--- src/rtl/mem_arbiter_if.sv ---
// mem_arbiter_if: groups every signal of the two-cache / one-memory arbiter.
//   r0_* / r1_*   : cache-side ports (requests, address, write data in;
//                   read_ready / write_done strobes and broadcast r_rdata out)
//   M*            : single shared memory port
//   grant, grant_cnt0/1, timeout_err : status
//   dbg_state     : FSM state (0 IDLE, 1 GRANT0, 2 GRANT1, 3 TURN)
// Handshake: a cache holds read_req/write_req (and addr/wdata) at a steady
// level until it sees its own read_ready/write_done, then drops the request.
// The memory answers with MRead_ready/MWrite_done; these are forwarded only
// to the port that currently holds the grant.
// Modports: master = the arbiter, slave = the caches plus memory around it.
interface mem_arbiter_if;
  logic        r0_read_req, r1_read_req;
  logic        r0_write_req, r1_write_req;
  logic [7:0]  r0_addr, r1_addr;
  logic [7:0]  r0_wdata, r1_wdata;
  logic        r0_read_ready, r1_read_ready;
  logic        r0_write_done, r1_write_done;
  logic [31:0] r_rdata;
  logic        MRead_request, MWrite_request;
  logic [7:0]  MAddress, MWrite_data;
  logic [31:0] MRead_data;
  logic        MRead_ready, MWrite_done;
  logic [1:0]  grant;
  logic [7:0]  grant_cnt0, grant_cnt1;
  logic        timeout_err;
  logic [1:0]  dbg_state;

  modport master (
    input  r0_read_req, r1_read_req, r0_write_req, r1_write_req,
           r0_addr, r1_addr, r0_wdata, r1_wdata,
           MRead_data, MRead_ready, MWrite_done,
    output r0_read_ready, r1_read_ready, r0_write_done, r1_write_done, r_rdata,
           MRead_request, MWrite_request, MAddress, MWrite_data,
           grant, grant_cnt0, grant_cnt1, timeout_err, dbg_state
  );

  modport slave (
    output r0_read_req, r1_read_req, r0_write_req, r1_write_req,
           r0_addr, r1_addr, r0_wdata, r1_wdata,
           MRead_data, MRead_ready, MWrite_done,
    input  r0_read_ready, r1_read_ready, r0_write_done, r1_write_done, r_rdata,
           MRead_request, MWrite_request, MAddress, MWrite_data,
           grant, grant_cnt0, grant_cnt1, timeout_err, dbg_state
  );
endinterface

--- src/rtl/mem_arbiter.sv ---
// mem_arbiter: round-robin arbiter sharing one memory port between two caches.
//   clk, rst : clock and synchronous active-high reset
//   bus      : mem_arbiter_if.master (cache ports, memory port, status)
// A grant is held for the whole transaction; after the owner releases, one
// TURN cycle keeps memory requests low before the next owner is chosen.
// A watchdog sets the sticky timeout_err when a grant waits TIMEOUT cycles
// without MRead_ready/MWrite_done.
module mem_arbiter #(
  parameter int unsigned TIMEOUT = 255
) (
  input  logic         clk,
  input  logic         rst,
  mem_arbiter_if.master bus
);

  typedef enum logic [1:0] {
    IDLE   = 2'd0,
    GRANT0 = 2'd1,
    GRANT1 = 2'd2,
    TURN   = 2'd3
  } state_t;

  localparam logic [8:0] TIMEOUT_W = 9'(TIMEOUT);

  state_t     state_q, state_d;
  logic       last_grant_q;
  logic [7:0] grant_cnt0_q, grant_cnt1_q;
  logic [7:0] wait_cnt_q;
  logic       timeout_err_q;

  logic       req0, req1;
  logic       enter0, enter1;
  logic       in_grant, mem_strobe;
  logic [8:0] wait_inc;

  assign req0       = bus.r0_read_req | bus.r0_write_req;
  assign req1       = bus.r1_read_req | bus.r1_write_req;
  assign enter0     = (state_q == IDLE) && (state_d == GRANT0);
  assign enter1     = (state_q == IDLE) && (state_d == GRANT1);
  assign in_grant   = (state_q == GRANT0) || (state_q == GRANT1);
  assign mem_strobe = bus.MRead_ready | bus.MWrite_done;
  assign wait_inc   = {1'b0, wait_cnt_q} + 9'd1;

  // Next-state logic
  always_comb begin
    state_d = state_q;
    case (state_q)
      IDLE: begin
        if (req0 && req1) state_d = last_grant_q ? GRANT0 : GRANT1;
        else if (req0)    state_d = GRANT0;
        else if (req1)    state_d = GRANT1;
      end
      GRANT0:  if (!req0) state_d = TURN;
      GRANT1:  if (!req1) state_d = TURN;
      TURN:    state_d = IDLE;
      default: state_d = IDLE;
    endcase
  end

  // Routing: everything is zero unless a port holds the grant. Read wins
  // over a simultaneous write request from the same port.
  always_comb begin
    bus.MRead_request  = 1'b0;
    bus.MWrite_request = 1'b0;
    bus.MAddress       = 8'h00;
    bus.MWrite_data    = 8'h00;
    bus.r0_read_ready  = 1'b0;
    bus.r1_read_ready  = 1'b0;
    bus.r0_write_done  = 1'b0;
    bus.r1_write_done  = 1'b0;
    bus.grant          = 2'b00;
    case (state_q)
      GRANT0: begin
        bus.MRead_request  = bus.r0_read_req;
        bus.MWrite_request = bus.r0_write_req & ~bus.r0_read_req;
        bus.MAddress       = bus.r0_addr;
        bus.MWrite_data    = bus.r0_wdata;
        bus.r0_read_ready  = bus.MRead_ready;
        bus.r0_write_done  = bus.MWrite_done;
        bus.grant          = 2'b01;
      end
      GRANT1: begin
        bus.MRead_request  = bus.r1_read_req;
        bus.MWrite_request = bus.r1_write_req & ~bus.r1_read_req;
        bus.MAddress       = bus.r1_addr;
        bus.MWrite_data    = bus.r1_wdata;
        bus.r1_read_ready  = bus.MRead_ready;
        bus.r1_write_done  = bus.MWrite_done;
        bus.grant          = 2'b10;
      end
      default: ;
    endcase
  end

  assign bus.r_rdata     = bus.MRead_data;
  assign bus.grant_cnt0  = grant_cnt0_q;
  assign bus.grant_cnt1  = grant_cnt1_q;
  assign bus.timeout_err = timeout_err_q;
  assign bus.dbg_state   = state_q;

  always_ff @(posedge clk) begin
    if (rst) begin
      state_q       <= IDLE;
      last_grant_q  <= 1'b1;
      grant_cnt0_q  <= 8'h00;
      grant_cnt1_q  <= 8'h00;
      wait_cnt_q    <= 8'h00;
      timeout_err_q <= 1'b0;
    end else begin
      state_q <= state_d;
      if (enter0) begin
        last_grant_q <= 1'b0;
        if (grant_cnt0_q != 8'hFF) grant_cnt0_q <= grant_cnt0_q + 8'd1;
      end
      if (enter1) begin
        last_grant_q <= 1'b1;
        if (grant_cnt1_q != 8'hFF) grant_cnt1_q <= grant_cnt1_q + 8'd1;
      end
      // The flag is raised on the same edge the count reaches TIMEOUT.
      if (enter0 || enter1) begin
        wait_cnt_q <= 8'h00;
      end else if (in_grant) begin
        if (mem_strobe) begin
          wait_cnt_q <= 8'h00;
        end else begin
          if (wait_cnt_q != 8'hFF) wait_cnt_q <= wait_inc[7:0];
          if (wait_inc >= TIMEOUT_W) timeout_err_q <= 1'b1;
        end
      end
    end
  end

endmodule

--- src/flat_wrapper.sv ---
// flat-port wrapper written by rule: the top's interface ports become plain ports
module mem_arbiter_flat 
#(
  parameter int unsigned TIMEOUT = 255
)
  (clk, rst, bus_r0_read_req, bus_r1_read_req, bus_r0_write_req, bus_r1_write_req, bus_r0_addr, bus_r1_addr, bus_r0_wdata, bus_r1_wdata, bus_MRead_data, bus_MRead_ready, bus_MWrite_done, bus_r0_read_ready, bus_r1_read_ready, bus_r0_write_done, bus_r1_write_done, bus_r_rdata, bus_MRead_request, bus_MWrite_request, bus_MAddress, bus_MWrite_data, bus_grant, bus_grant_cnt0, bus_grant_cnt1, bus_timeout_err, bus_dbg_state);
  mem_arbiter_if bus_i ();
  input  logic clk;
  input  logic rst;
  input wire logic [$bits(bus_i.r0_read_req)-1:0] bus_r0_read_req;
  input wire logic [$bits(bus_i.r1_read_req)-1:0] bus_r1_read_req;
  input wire logic [$bits(bus_i.r0_write_req)-1:0] bus_r0_write_req;
  input wire logic [$bits(bus_i.r1_write_req)-1:0] bus_r1_write_req;
  input wire logic [$bits(bus_i.r0_addr)-1:0] bus_r0_addr;
  input wire logic [$bits(bus_i.r1_addr)-1:0] bus_r1_addr;
  input wire logic [$bits(bus_i.r0_wdata)-1:0] bus_r0_wdata;
  input wire logic [$bits(bus_i.r1_wdata)-1:0] bus_r1_wdata;
  input wire logic [$bits(bus_i.MRead_data)-1:0] bus_MRead_data;
  input wire logic [$bits(bus_i.MRead_ready)-1:0] bus_MRead_ready;
  input wire logic [$bits(bus_i.MWrite_done)-1:0] bus_MWrite_done;
  output wire logic [$bits(bus_i.r0_read_ready)-1:0] bus_r0_read_ready;
  output wire logic [$bits(bus_i.r1_read_ready)-1:0] bus_r1_read_ready;
  output wire logic [$bits(bus_i.r0_write_done)-1:0] bus_r0_write_done;
  output wire logic [$bits(bus_i.r1_write_done)-1:0] bus_r1_write_done;
  output wire logic [$bits(bus_i.r_rdata)-1:0] bus_r_rdata;
  output wire logic [$bits(bus_i.MRead_request)-1:0] bus_MRead_request;
  output wire logic [$bits(bus_i.MWrite_request)-1:0] bus_MWrite_request;
  output wire logic [$bits(bus_i.MAddress)-1:0] bus_MAddress;
  output wire logic [$bits(bus_i.MWrite_data)-1:0] bus_MWrite_data;
  output wire logic [$bits(bus_i.grant)-1:0] bus_grant;
  output wire logic [$bits(bus_i.grant_cnt0)-1:0] bus_grant_cnt0;
  output wire logic [$bits(bus_i.grant_cnt1)-1:0] bus_grant_cnt1;
  output wire logic [$bits(bus_i.timeout_err)-1:0] bus_timeout_err;
  output wire logic [$bits(bus_i.dbg_state)-1:0] bus_dbg_state;
  assign bus_i.r0_read_req = bus_r0_read_req;
  assign bus_i.r1_read_req = bus_r1_read_req;
  assign bus_i.r0_write_req = bus_r0_write_req;
  assign bus_i.r1_write_req = bus_r1_write_req;
  assign bus_i.r0_addr = bus_r0_addr;
  assign bus_i.r1_addr = bus_r1_addr;
  assign bus_i.r0_wdata = bus_r0_wdata;
  assign bus_i.r1_wdata = bus_r1_wdata;
  assign bus_i.MRead_data = bus_MRead_data;
  assign bus_i.MRead_ready = bus_MRead_ready;
  assign bus_i.MWrite_done = bus_MWrite_done;
  assign bus_r0_read_ready = bus_i.r0_read_ready;
  assign bus_r1_read_ready = bus_i.r1_read_ready;
  assign bus_r0_write_done = bus_i.r0_write_done;
  assign bus_r1_write_done = bus_i.r1_write_done;
  assign bus_r_rdata = bus_i.r_rdata;
  assign bus_MRead_request = bus_i.MRead_request;
  assign bus_MWrite_request = bus_i.MWrite_request;
  assign bus_MAddress = bus_i.MAddress;
  assign bus_MWrite_data = bus_i.MWrite_data;
  assign bus_grant = bus_i.grant;
  assign bus_grant_cnt0 = bus_i.grant_cnt0;
  assign bus_grant_cnt1 = bus_i.grant_cnt1;
  assign bus_timeout_err = bus_i.timeout_err;
  assign bus_dbg_state = bus_i.dbg_state;
  mem_arbiter #(.TIMEOUT(TIMEOUT)) u_core (.clk(clk), .rst(rst), .bus(bus_i));
endmodule
--- config.mk ---
export PLATFORM = sky130hd
export DESIGN_NAME = mem_arbiter_flat
export DESIGN_NICKNAME = d
export VERILOG_FILES = /design/src/rtl/mem_arbiter_if.sv /design/src/rtl/mem_arbiter.sv /design/src/flat_wrapper.sv
export SDC_FILE = /design/constraint.sdc
export NUM_CORES = 1
export LEC_CHECK = 0
export BUFFER_PORTS_ARGS = -buffer_cell sky130_fd_sc_hd__buf_2
export CAP_MARGIN = 40
export CORE_ASPECT_RATIO = 1.25
export CORE_UTILIZATION = 38
export DETAILED_ROUTE_END_ITERATION = 10
export PLACE_DENSITY = 0.76
export SLEW_MARGIN = 20
export SYNTH_ARGS = -nofsm -noshare
export SYNTH_HDL_FRONTEND = slang
export SYNTH_SLANG_ARGS = --single-unit
export TNS_END_PERCENT = 30
--- constraint.sdc ---
create_clock -name clk -period 1.95 [get_ports clk]
set_clock_uncertainty 0.05 [all_clocks]
set_input_delay 0.195 -clock clk [delete_from_list [all_inputs] [get_ports clk]]
set_output_delay 0.195 -clock clk [all_outputs]
set_load 0.1 [all_outputs]
==> impl_results.md <==
* Worst Setup End Kind: output pin
* Launch instance of the worst register-to-register path: u_core.bus.dbg_state[1]$_SDFF_PP0_
* Number of global-route vias before repair at about 2000
* Biggest fanout along the worst timing path at 11
* Unique masters post-synth at 48
* Worst path bufs/invs at 4
* Register area share after synthesis at 0.2590
* Number of buffers added by the clock tree synthesis step at 3
* Total I/O pin count at around 150
* Type of the tightest min-delay check: input pin to flop
* Post-synthesis area per instance at 8.107 um^2
* Req. time, crit path at between 1500 and 2000 ps
* Kind of critical path: flop to output pin
* Clock tree from TritonCTS: built
* Hold-fix buffers at CTS at 0
* Cell count after placement at approximately 380
* Total Nets Final at around 410
* Count of pins over their slew limit at 0
* Total congestion overflow after global routing at 0
* Die W at around 70 um
* Arrival time at the worst endpoint at 1680 ps
* Total DRC errors in the routed layout at 0
* Clock network latency to the later pin of the worst-skew pair at 280 ps
* Sequential cell area at just under 600 um^2
* Clock Tree Buf Depth at 2
* Fmax at 520.6 MHz
* Number of antenna violations at the first check in global routing at 0
* FFs w/ async S/R, synth at 0
* Sequence of cells on the critical path: inv_1 > buf_4 > ha_4 > buf_6 > buf_2
* Root buf cell: sky130_fd_sc_hd__clkbuf_8
* Number of failing hold endpoints at the final stage at 0
* Sum Neg Setup Slack at 0 ps
* Die Area at ~6000 um^2
* Initial DRC count at between 80 and 90
* Length in cells of the worst reg-to-reg path at 6
* Clock sink count at 28
* Antenna diodes at 0
* Tightest Pin Transition at approximately 550 ps
* Number of synthesized flops with an enable pin at 0
* Register-to-register setup slack at around 90 ps
* Number of standard cells in the layout, taps in and fillers out at between 300 and 400
* Crit path from: u_core.bus.dbg_state[1]$_SDFF_PP0_
* Vias after detailed routing at approximately 2200
* Power per cell area at ~1600 nW/um^2
* Critical path's top delay family: buffers and inverters
* Post-Syn Instances at between 200 and 300
* HPWL after DPL at between 4000 and 5000 um
* Count of cells along the worst hold path at 2
* Main flop type after synthesis: sky130_fd_sc_hd__dfxtp_1
* Layout-stage area growth over the synthesis result at 44.74%
* Max-cap violation count at 0
* Final routed wirelength across all metal layers at a little over 6000 um
* CTS clock-pin slew for the worst setup and hold paths at approximately 100 ps
* Warnings from Yosys at 0
* Detailed-route vias per instance at around 5.7
* Count of fill cells added during filler insertion at about 470
* Pin count of the biggest net entering global routing at 24
* Vertical die dimension at about 86 um
* RSZ-0062 raised after global routing: yes
* Finish-stage setup viols at 0
* Multi-input combinational cell area at around 1500 um^2
* Initial core utilization at 0.3977
* Number of iterations in the first detailed-routing pass at 5
* Synth Register Bits at 28
* Final worst path period share at 0.9850
* Peak VDD IR at about 0.0008 V
* Wirelength per Cell at 16.02 um
* Worst slew margin relative to its limit at 0.6334
* Number of levels the H-tree was split into at 1
* Utilization of the core after routing at 0.5756
* Total global-route track usage at 0.1969
* Reg-to-reg endpoint: u_core.bus.grant_cnt1[1]$_SDFFE_PP0P_
* Net count after synthesis at 347
* PortBufs at 82
* Routability Congestion at ~0.81
* Type of element launching the critical path: flop
* Global-route wire length before repair at just under 10000 um
* Hold worst-path end: u_core.bus.grant_cnt1[3]$_SDFFE_PP0P_
* Leak Pwr at 1.193 nW
* Cell Area, Synth at 2165 um^2
* Number of standard-cell rows in the floorplan at 30
* Crit-path max cell delay at about 440 ps
* Worst min-delay path startpoint: rst
* Period minus WS final at 1921 ps
* Floorplan core area at about 5400 um^2
* Crit path max-delay cell type: sky130_fd_sc_hd__buf_2
* Residual antenna-violating net count after detailed routing at 0
* Fraction of final layout cells sized beyond drive strength 1 at 0.5247
* Run status: finished clean
layout make-up:
class | count | share of cell area
Clock buffer | 4 | 0.02117
Inverter | 9 | 0.01078
Multi-Input combinational cell | 185 | 0.4732
Sequential cell | 28 | 0.1869
Tap cell | 64 | 0.02556
Timing Repair Buffer | 98 | 0.2823
Yosys cell counts (all sizes together) (3+ instances only):
master / number / area, um^2
and2: 5 / 31.28
o41ai: 4 / 50.05
dfxtp: 28 / 560.5
nor2b: 21 / 131.4
inv: 9 / 33.78
a31oi: 3 / 18.77
a211oi: 7 / 52.55
o21ai: 9 / 45.04
a22oi: 18 / 135.1
a21oi: 20 / 100.1
or4: 6 / 45.04
nand2: 12 / 45.04
o31ai: 6 / 45.04
clkbuf: 10 / 37.54
nor4: 4 / 25.02
buf: 35 / 267.8
or2: 3 / 18.77
ha: 8 / 100.1
nand3: 13 / 70.07
nand4: 3 / 18.77
nor3: 3 / 15.01
nor2: 12 / 45.04
placed cells by master (no fill, tap or decap), types with 4 or more instances in the layout:
| cell type | n |
|---|---|
| sky130_fd_sc_hd__o31ai_1 | 6 |
| sky130_fd_sc_hd__buf_12 | 23 |
| sky130_fd_sc_hd__ha_1 | 7 |
| sky130_fd_sc_hd__nand3_1 | 12 |
| sky130_fd_sc_hd__dfxtp_1 | 12 |
| sky130_fd_sc_hd__nor4_1 | 4 |
| sky130_fd_sc_hd__or4_1 | 6 |
| sky130_fd_sc_hd__dfxtp_2 | 14 |
| sky130_fd_sc_hd__nand2_1 | 12 |
| sky130_fd_sc_hd__a21oi_1 | 20 |
| sky130_fd_sc_hd__o21ai_0 | 9 |
| sky130_fd_sc_hd__nor2_1 | 12 |
| sky130_fd_sc_hd__nor2b_1 | 4 |
| sky130_fd_sc_hd__a211oi_1 | 7 |
| sky130_fd_sc_hd__buf_2 | 60 |
| sky130_fd_sc_hd__buf_4 | 13 |
| sky130_fd_sc_hd__and2_2 | 4 |
| sky130_fd_sc_hd__nor2b_4 | 17 |
| sky130_fd_sc_hd__a22oi_2 | 13 |
| sky130_fd_sc_hd__a22oi_1 | 5 |
| sky130_fd_sc_hd__inv_1 | 9 |
where the power goes:
group	switching, W	internal (W)	total (W)
Combinational	0.00250	0.00149	0.00399
Clock	0.000189	0.000224	0.000413
Sequential	0.0000834	0.000651	0.000735
through the flow:
step                setup slack (ps)  instance area (um^2)  total power (W)  hold slack, ps
global route                  -42.32                  3133         0.005359           283.8
global placement               160.8                  2960         0.004492           340.7
finish                         29.31                  3133         0.005137           261.4
CTS                           -4.403                  3035         0.004976           263.6
detailed placement             91.89                  2960         0.004533           340.7
floorplan                     -148.8                  2362         0.003862           284.4
logic make-up after synthesis:
| group | count (synthesis) | synth area share |
|---|---|---|
| flip-flops | 28 | 0.2590 |
| XOR/XNOR | 1 | 0.004047 |
| buffers and inverters | 54 | 0.1566 |
| multiplexers | 3 | 0.01503 |
| adder cells (fa/ha/maj) | 8 | 0.04624 |
| AND/OR/NAND/NOR | 91 | 0.2480 |
| AO/OA/AOI/OAI | 82 | 0.2711 |
layer usage:
metal / share of wire / GRT usage / routed length [um] / up-vias
met5: 0 / 0 / 0 / -
met4: 0.017 / 0.06122 / 107 / 0
met3: 0.080 / 0.04767 / 497 / 13
met2: 0.50 / 0.3663 / 3117 / 109
met1: 0.40 / 0.2204 / 2494 / 1012
li1: - / - / - / 1082
how the worst max path moves through the flow:
stage | depth (start not counted) | end
2_1_floorplan | 3 | bus_r1_write_done
3_5_place_dp | 6 | u_core.bus.grant_cnt1[1]$_SDFFE_PP0P_
4_1_cts | 7 | bus_MWrite_request
5_1_grt | 6 | u_core.bus.grant_cnt1[2]$_SDFFE_PP0P_
3_3_place_gp | 5 | u_core.bus.grant_cnt0[5]$_SDFFE_PP0P_
6_report | 5 | bus_grant[0]
sequential cells by signal (all words and copies together), names as in the netlist:
register and flops:
u_core.last_grant_q 1, u_core.bus.dbg_state 2, u_core.bus.grant_cnt1 8, u_core.wait_cnt_q 8
u_core.bus.timeout_err 1, u_core.bus.grant_cnt0 8
repair_timing:
item / CTS / global route
buffers inserted: 0 / 2
endpoints found under the setup margin: 1 / 23
pin swaps: 0 / 12
resized for setup: 2 / 21
Note: power is estimated with default switching activity, not from simulation.
